## config.mk

```make
export PLATFORM = sky130hd
export DESIGN_NAME = alu_risc_seq_flat
export DESIGN_NICKNAME = d
export VERILOG_FILES = /design/src/rtl/alu_risc_seq_if.sv /design/src/rtl/alu_risc_seq.sv /design/src/flat_wrapper.sv
export SDC_FILE = /design/constraint.sdc
export NUM_CORES = 1
export LEC_CHECK = 0
export BUFFER_PORTS_ARGS = -buffer_cell sky130_fd_sc_hd__buf_2
export CORE_ASPECT_RATIO = 1.25
export CORE_UTILIZATION = 45
export DETAILED_ROUTE_END_ITERATION = 10
export PLACE_DENSITY = 0.78
export SYNTH_ARGS = -nofsm -noshare
export SYNTH_HDL_FRONTEND = slang
export SYNTH_SLANG_ARGS = --single-unit
export TNS_END_PERCENT = 100
```

## constraint.sdc

```tcl
create_clock -name clk -period 5.1 [get_ports clk]
set_input_delay 1.02 -clock clk [delete_from_list [all_inputs] [get_ports clk]]
set_output_delay 1.02 -clock clk [all_outputs]
set_load 0.05 [all_outputs]
```

## src/rtl/alu_risc_seq_if.sv

```systemverilog
// alu_risc_seq_if: handshake bundle between the register-file read stage,
// the ALU and write-back.
//   in_valid/in_ready        operand/opcode handshake (producer -> ALU)
//   sel, data_1, data_2      opcode, operand A, operand B
//   out_valid/out_ready      result handshake (ALU -> consumer)
//   alu_out, alu_flags       registered result, {illegal,div0,ovf,neg,carry,zero}
// Modports: master = producer/consumer side, slave = ALU side.
interface alu_risc_seq_if #(
  parameter int WORD_SIZE = 8,
  parameter int OP_SIZE   = 8
);
  logic                 in_valid;
  logic                 in_ready;
  logic [OP_SIZE-1:0]   sel;
  logic [WORD_SIZE-1:0] data_1;
  logic [WORD_SIZE-1:0] data_2;
  logic                 out_valid;
  logic                 out_ready;
  logic [WORD_SIZE-1:0] alu_out;
  logic [5:0]           alu_flags;

  modport master (
    output in_valid, sel, data_1, data_2, out_ready,
    input  in_ready, out_valid, alu_out, alu_flags
  );

  modport slave (
    input  in_valid, sel, data_1, data_2, out_ready,
    output in_ready, out_valid, alu_out, alu_flags
  );
endinterface

```

## src/rtl/alu_risc_seq.sv

```systemverilog
// alu_risc_seq: registered, handshaked ALU for the RISC datapath.
// Single-cycle ops produce a result one cycle after acceptance; MOD uses an
// iterative restoring divider (WORD_SIZE cycles) when ALU_RISC_MOD_EN is
// defined, otherwise MOD is decoded as an illegal opcode.
// Ports:
//   clk   rising-edge clock
//   rst   asynchronous reset, active-low
//   bus   alu_risc_seq_if.slave: in_valid/in_ready, sel, data_1 (A),
//         data_2 (B), out_valid/out_ready, alu_out, alu_flags
//         alu_flags = {illegal, div0, ovf, neg, carry, zero}
// Optional feature macro: ALU_RISC_MOD_EN
module alu_risc_seq #(
  parameter int WORD_SIZE = 8,
  parameter int OP_SIZE   = 8
) (
  input logic         clk,
  input logic         rst,
  alu_risc_seq_if.slave bus
);
  localparam int W = WORD_SIZE;

  localparam logic [OP_SIZE-1:0] OP_NOP   = OP_SIZE'(0);
  localparam logic [OP_SIZE-1:0] OP_ADD   = OP_SIZE'(1);
  localparam logic [OP_SIZE-1:0] OP_ADDI  = OP_SIZE'(2);
  localparam logic [OP_SIZE-1:0] OP_SUB   = OP_SIZE'(3);
  localparam logic [OP_SIZE-1:0] OP_INC   = OP_SIZE'(4);
  localparam logic [OP_SIZE-1:0] OP_DEC   = OP_SIZE'(5);
  localparam logic [OP_SIZE-1:0] OP_MOVE  = OP_SIZE'(7);
  localparam logic [OP_SIZE-1:0] OP_SLT   = OP_SIZE'(9);
  localparam logic [OP_SIZE-1:0] OP_SGT   = OP_SIZE'(10);
  localparam logic [OP_SIZE-1:0] OP_AND   = OP_SIZE'(11);
  localparam logic [OP_SIZE-1:0] OP_ANDI  = OP_SIZE'(12);
  localparam logic [OP_SIZE-1:0] OP_OR    = OP_SIZE'(13);
  localparam logic [OP_SIZE-1:0] OP_ORI   = OP_SIZE'(14);
  localparam logic [OP_SIZE-1:0] OP_NAND  = OP_SIZE'(15);
  localparam logic [OP_SIZE-1:0] OP_NANDI = OP_SIZE'(16);
  localparam logic [OP_SIZE-1:0] OP_NOR   = OP_SIZE'(17);
  localparam logic [OP_SIZE-1:0] OP_NORI  = OP_SIZE'(18);
  localparam logic [OP_SIZE-1:0] OP_XOR   = OP_SIZE'(19);
  localparam logic [OP_SIZE-1:0] OP_XORI  = OP_SIZE'(20);
  localparam logic [OP_SIZE-1:0] OP_LDR   = OP_SIZE'(23);
  localparam logic [OP_SIZE-1:0] OP_STR   = OP_SIZE'(25);
  localparam logic [OP_SIZE-1:0] OP_SKIP  = OP_SIZE'(30);
`ifdef ALU_RISC_MOD_EN
  localparam logic [OP_SIZE-1:0] OP_MOD   = OP_SIZE'(6);
`endif

  logic [W-1:0] a, b, res;
  logic [W:0]   sum;
  logic         f_ill, f_div0, f_ovf, f_carry;
  logic         mod_start;
  logic         accept, load;
  logic         in_ready;
  logic [W-1:0] out_q, load_out;
  logic [5:0]   flags_q, load_flags;
  logic         valid_q;

  assign a = bus.data_1;
  assign b = bus.data_2;

  // Single-cycle datapath; mod_start flags a MOD that needs the divider.
  always_comb begin
    res       = '0;
    sum       = '0;
    f_ill     = 1'b0;
    f_div0    = 1'b0;
    f_ovf     = 1'b0;
    f_carry   = 1'b0;
    mod_start = 1'b0;
    case (bus.sel)
      OP_NOP: res = '0;
      OP_ADD, OP_ADDI: begin
        sum     = {1'b0, a} + {1'b0, b};
        res     = sum[W-1:0];
        f_carry = sum[W];
        f_ovf   = (a[W-1] == b[W-1]) && (res[W-1] != a[W-1]);
      end
      OP_SUB: begin
        res     = b - a;
        f_carry = b < a;
        f_ovf   = (b[W-1] != a[W-1]) && (res[W-1] != b[W-1]);
      end
      OP_INC, OP_LDR, OP_STR: begin
        sum     = {1'b0, b} + {{W{1'b0}}, 1'b1};
        res     = sum[W-1:0];
        f_carry = sum[W];
        f_ovf   = !b[W-1] && res[W-1];
      end
      OP_DEC: begin
        res     = b - 1'b1;
        f_carry = b == '0;
        f_ovf   = b[W-1] && !res[W-1];
      end
`ifdef ALU_RISC_MOD_EN
      OP_MOD: begin
        if (a == '0) begin
          res    = b;
          f_div0 = 1'b1;
        end else begin
          mod_start = 1'b1;
        end
      end
`endif
      OP_MOVE:           res = a;
      OP_SLT:            res = W'(b < a);
      OP_SGT:            res = W'(b > a);
      OP_AND, OP_ANDI:   res = a & b;
      OP_OR, OP_ORI:     res = a | b;
      OP_NAND, OP_NANDI: res = ~(a & b);
      OP_NOR, OP_NORI:   res = ~(a | b);
      OP_XOR, OP_XORI:   res = a ^ b;
      OP_SKIP:           res = W'(a == b);
      default:           f_ill = 1'b1;
    endcase
  end

  assign accept = bus.in_valid && in_ready;

`ifdef ALU_RISC_MOD_EN
  localparam int CNT_W = $clog2(WORD_SIZE + 1);

  typedef enum logic {S_IDLE, S_BUSY} state_t;
  state_t state, state_nxt;

  logic [CNT_W-1:0] cnt;
  logic [W-1:0]     div_q, div_d, div_rem, step_rem;
  logic [W:0]       shifted, trial;
  logic             div_done;

  // One restoring step: bring in the next dividend bit, subtract if it fits.
  always_comb begin
    shifted  = {div_rem, div_q[W-1]};
    trial    = shifted - {1'b0, div_d};
    step_rem = trial[W] ? shifted[W-1:0] : trial[W-1:0];
  end

  always_comb begin
    state_nxt = state;
    div_done  = 1'b0;
    case (state)
      S_IDLE: if (accept && mod_start) state_nxt = S_BUSY;
      S_BUSY: if (cnt == CNT_W'(1)) begin
        div_done  = 1'b1;
        state_nxt = S_IDLE;
      end
      default: state_nxt = S_IDLE;
    endcase
  end

  always_ff @(posedge clk or negedge rst) begin
    if (!rst) state <= S_IDLE;
    else      state <= state_nxt;
  end

  always_ff @(posedge clk or negedge rst) begin
    if (!rst) begin
      cnt     <= '0;
      div_q   <= '0;
      div_d   <= '0;
      div_rem <= '0;
    end else if (accept && mod_start) begin
      cnt     <= CNT_W'(WORD_SIZE);
      div_q   <= b;
      div_d   <= a;
      div_rem <= '0;
    end else if (state == S_BUSY) begin
      cnt     <= cnt - 1'b1;
      div_q   <= {div_q[W-2:0], 1'b0};
      div_rem <= step_rem;
    end
  end

  assign in_ready   = (state == S_IDLE) && (!valid_q || bus.out_ready);
  assign load       = (accept && !mod_start) || div_done;
  assign load_out   = div_done ? step_rem : res;
  assign load_flags = div_done ? {3'b000, step_rem[W-1], 1'b0, step_rem == '0}
                               : {f_ill, f_div0, f_ovf, res[W-1], f_carry, res == '0};
`else
  assign in_ready   = !valid_q || bus.out_ready;
  assign load       = accept;
  assign load_out   = res;
  assign load_flags = {f_ill, f_div0, f_ovf, res[W-1], f_carry, res == '0};
`endif

  always_ff @(posedge clk or negedge rst) begin
    if (!rst) begin
      valid_q <= 1'b0;
      out_q   <= '0;
      flags_q <= '0;
    end else if (load) begin
      valid_q <= 1'b1;
      out_q   <= load_out;
      flags_q <= load_flags;
    end else if (valid_q && bus.out_ready) begin
      valid_q <= 1'b0;
    end
  end

  assign bus.in_ready  = in_ready;
  assign bus.out_valid = valid_q;
  assign bus.alu_out   = out_q;
  assign bus.alu_flags = flags_q;
endmodule

```

## src/flat_wrapper.sv

```systemverilog
// flat-port wrapper written by rule: the top's interface ports become plain ports
module alu_risc_seq_flat 
#(
  parameter int WORD_SIZE = 8,
  parameter int OP_SIZE   = 8
)
  (clk, rst, bus_in_valid, bus_sel, bus_data_1, bus_data_2, bus_out_ready, bus_in_ready, bus_out_valid, bus_alu_out, bus_alu_flags);
  alu_risc_seq_if #(.WORD_SIZE(WORD_SIZE), .OP_SIZE(OP_SIZE)) bus_i ();
  input logic clk;
  input logic rst;
  input wire logic [$bits(bus_i.in_valid)-1:0] bus_in_valid;
  input wire logic [$bits(bus_i.sel)-1:0] bus_sel;
  input wire logic [$bits(bus_i.data_1)-1:0] bus_data_1;
  input wire logic [$bits(bus_i.data_2)-1:0] bus_data_2;
  input wire logic [$bits(bus_i.out_ready)-1:0] bus_out_ready;
  output wire logic [$bits(bus_i.in_ready)-1:0] bus_in_ready;
  output wire logic [$bits(bus_i.out_valid)-1:0] bus_out_valid;
  output wire logic [$bits(bus_i.alu_out)-1:0] bus_alu_out;
  output wire logic [$bits(bus_i.alu_flags)-1:0] bus_alu_flags;
  assign bus_i.in_valid = bus_in_valid;
  assign bus_i.sel = bus_sel;
  assign bus_i.data_1 = bus_data_1;
  assign bus_i.data_2 = bus_data_2;
  assign bus_i.out_ready = bus_out_ready;
  assign bus_in_ready = bus_i.in_ready;
  assign bus_out_valid = bus_i.out_valid;
  assign bus_alu_out = bus_i.alu_out;
  assign bus_alu_flags = bus_i.alu_flags;
  alu_risc_seq #(.WORD_SIZE(WORD_SIZE), .OP_SIZE(OP_SIZE)) u_core (.clk(clk), .rst(rst), .bus(bus_i));
endmodule
```

==> run metrics <==
synthesized instance count=between 300 and 400; # hold bufs at CTS=0; first-pass GRT wire length=12980 µm; Slew headroom=between 50% and 60%; area grow syn2layout=8.951%; post-synth cell types=70; # rows=30; Final nets=~430; total track usage=around a quarter; commonest non-fill, non-tap cell in the layout=buf_2; Cell Area, Synth=2600 µm²; crit path buf inv count=2; Slew Limit Fails=0; remaining global-route overflow=0; DP Wirelength=6373 µm; drt drc=0; LEAKAGE=between 1 and 1.5 nW; Mean Syn Cell Area=approximately 7.7 µm²; DR WL met3=approximately 860 µm; Max Cap Viol=0; Starting DRT DRC Count=~280; Initial Utilization=around 47%; yosys warns=0; met2 wire length=around 3900 µm; largest net degree at the start of global routing=22; placed inst area=around 2800 µm²; outcome=finished clean; IO Count=44; count of flip-flops with a built-in enable after synthesis=0; Synth Area in Adders=between 15 and 20%; clk slew on worst S/H paths=approximately 0.05 ns; FFs w/ async S/R, synth=100.0%; post-detailed-route wirelength per cell=19.00 µm; ant diodes=0; Via Count=approximately 2900; die area=between 6000 and 7000 µm²; WS Path Type=in2reg; Critical Path Fanout Max=11; crit path DAT=between 3 and 4 ns; CTS tree=built; DIE HEIGHT=a little under 90 µm; sequential fraction of the synthesis area=between 10% and 20%; clock root cell=clkbuf_8; layout cell share with drive strength beyond 1=roughly 18%; IO Port Bufs=42; final setup vio count=0; Fmax achieved=0.2822 GHz; Die Wd=between 60 and 70 µm; Pre-antenna DRT Iters=5; crit path time final=approximately 3.5 ns; CTS H-tree lvls=1; Synth Area in Simple Gates=23.24%; core area=about 5500 µm²; combinational family with the most area after synthesis=compound AO/OA/AOI/OAI gates; vias in the first global route=2734; #FFs+latches synth=13; final core utilization=between 50% and 60%; mux cell area share after synthesis=under 10%; post-CTS sizing=0; post-route cell area=approximately 2800 µm²; final setup TNS=0 ns; GPL Wtd Cong=1.076; syn_nets=between 300 and 400; met1 wire length=~3000 µm; most used cell, CP=nor4_1; CP required=roughly 5.2 ns; Max clock buf depth=2; uppermost routed layer=met4; Total Wirelength=between 8000 and 9000 µm; Tcrit/Tclk final=69.47%; Clock Skew=~0.00038 ns; slew of the pin with the lowest slew margin=slightly above 0.7 ns; Synth Area in Compound Gates=between 20% and 30%; antenna violations before repair=0; Worst-Skew Late Latency=between 0.2 and 0.25 ns; worst hold path class=reg2reg; Final Hold Fails=0; Synth Area in XOR/XNOR=between 6 and 7%; Worst Setup End Kind=flip-flop; Top FF cell, synth=dfrtp_1; RSZ-0062 raised after global routing=no; Max stage delay on crit path=around 0.6 ns; Worst path slowest cell=or4_1; CP delay by family, top=simple AND/OR/NAND/NOR gates; CTS Buf Count=3; Critical Path Start Type=primary input; # fillers=around 560; Max VDD drop=between 80 and 90 µV; worst-path cell chain=buf_2 -> inv_1 -> ha_1 -> or4_1 -> nor4_1 -> a31oi_1 -> o221ai_1 -> nor3_1 -> o211ai_1 -> nor4_1 -> a32o_1; vias per cell=about 6.7; CTS Sinks=13; Cell Pwr Density=between 150 and 200 nW/µm²; post-route ant nets=0; leading cell types in the layout, fill and taps excluded=buf_2 (42), ha_1 (31), a21oi_1 (28); Post-CTS Setup Bufs=0
[flip-flops by register name (all words and copies together) (netlist names)]
name and count:
u_core.bus.alu_out 7, u_core.bus.alu_flags 5, u_core.bus.out_valid 1
[through the flow]
step           instances  hold WS [ns]  power [mW]  setup slack (ns)
5_1_grt              428        0.5155      0.4912             1.470
4_1_cts              428        0.4799      0.4646             1.619
3_5_place_dp         424        0.4683      0.3747             1.365
6_report             428        0.4738      0.4665             1.557
2_1_floorplan        337        0.7244      0.3072             1.776
3_3_place_gp         424        0.4585      0.3725             1.419
[where the power goes]
group / switching [mW] / leakage, nW / internal, mW / total [mW]
Clock: 0.0332 / 0.0228 / 0.0549 / 0.0881
Combinational: 0.176 / 1.06 / 0.0819 / 0.258
Sequential: 0.00580 / 0.166 / 0.115 / 0.121
[worst reg2reg max path, cell delays in order (launching register included)]
cell	delay (ns)
dfrtp_1	0.37
nand2b_1	0.20
nand2_1	0.35
a21oi_1	0.22
o21ai_0	0.12
a2111oi_2	0.39
nand2_1	0.11
nor4_1	0.28
a32o_1	0.21
[worst paths after layout]
check | end | from | slack (ns) | cells after the start
worst max-delay path | u_core.bus.alu_flags[0] | bus_data_2[4] | 1.56 | 11
worst min-delay path | u_core.bus.alu_flags[3] | u_core.bus.alu_flags[3] | 0.47 | 2
worst max register to register | u_core.bus.alu_flags[0] | u_core.bus.out_valid | 2.80 | 8
worst min register to register | u_core.bus.alu_flags[3] | u_core.bus.alu_flags[3] | 0.47 | 2
max in group asynchronous | u_core.bus.out_valid | rst | 4.23 | 1
min in group asynchronous | u_core.bus.alu_out[3] | rst | 0.66 | 1
[cells by family after synthesis]
family	Yosys count
adders and majority gates	33
other	1
buffers and inverters	47
and+or+nand+nor	109
DFF	13
xor gates and xnor gates	19
muxes	10
AOI/OAI and AO/OA	105
[Yosys cell counts (all sizes together), types with 3 or more instances]
cell / number / area, µm²
nand2: 21 / 81.33
nor4: 6 / 37.54
o211ai: 5 / 37.54
clkbuf: 7 / 26.28
nor2: 17 / 63.81
a211oi: 5 / 55.05
a31oi: 5 / 37.53
nor3: 18 / 100.1
and3: 4 / 30.03
ha: 31 / 387.9
nand2b: 4 / 25.02
nor2b: 4 / 40.04
o221ai: 3 / 26.28
inv: 27 / 101.4
buf: 13 / 83.82
dfrtp: 13 / 325.3
nand3: 13 / 65.06
a21oi: 28 / 140.1
o21bai: 6 / 45.04
mux2: 4 / 45.04
or4: 3 / 22.52
nor3b: 3 / 22.52
or3: 3 / 18.77
a221oi: 3 / 26.28
nand4: 4 / 25.02
xnor2: 17 / 156.4
mux2i: 6 / 60.06
a21o: 6 / 45.04
o21ai: 15 / 75.07
a32oi: 3 / 26.28
[metal layers]
layer,global-route usage [%],vias to the layer above
li1,-,1297
met1,31.55,1306
met2,46.59,226
met3,3.704,46
met4,13.82,0
met5,0,-
[final cells by class]
class / count / area (µm²) / area share, %
multi-input cells: 277 / 2063 / 72.84
flip-flops and latches: 13 / 325.3 / 11.48
repair buffers: 43 / 217.7 / 7.686
inverters: 27 / 101.3 / 3.578
well taps: 64 / 80.08 / 2.827
clock buffers: 4 / 45.04 / 1.590
Power figures use the tool's default switching activity.
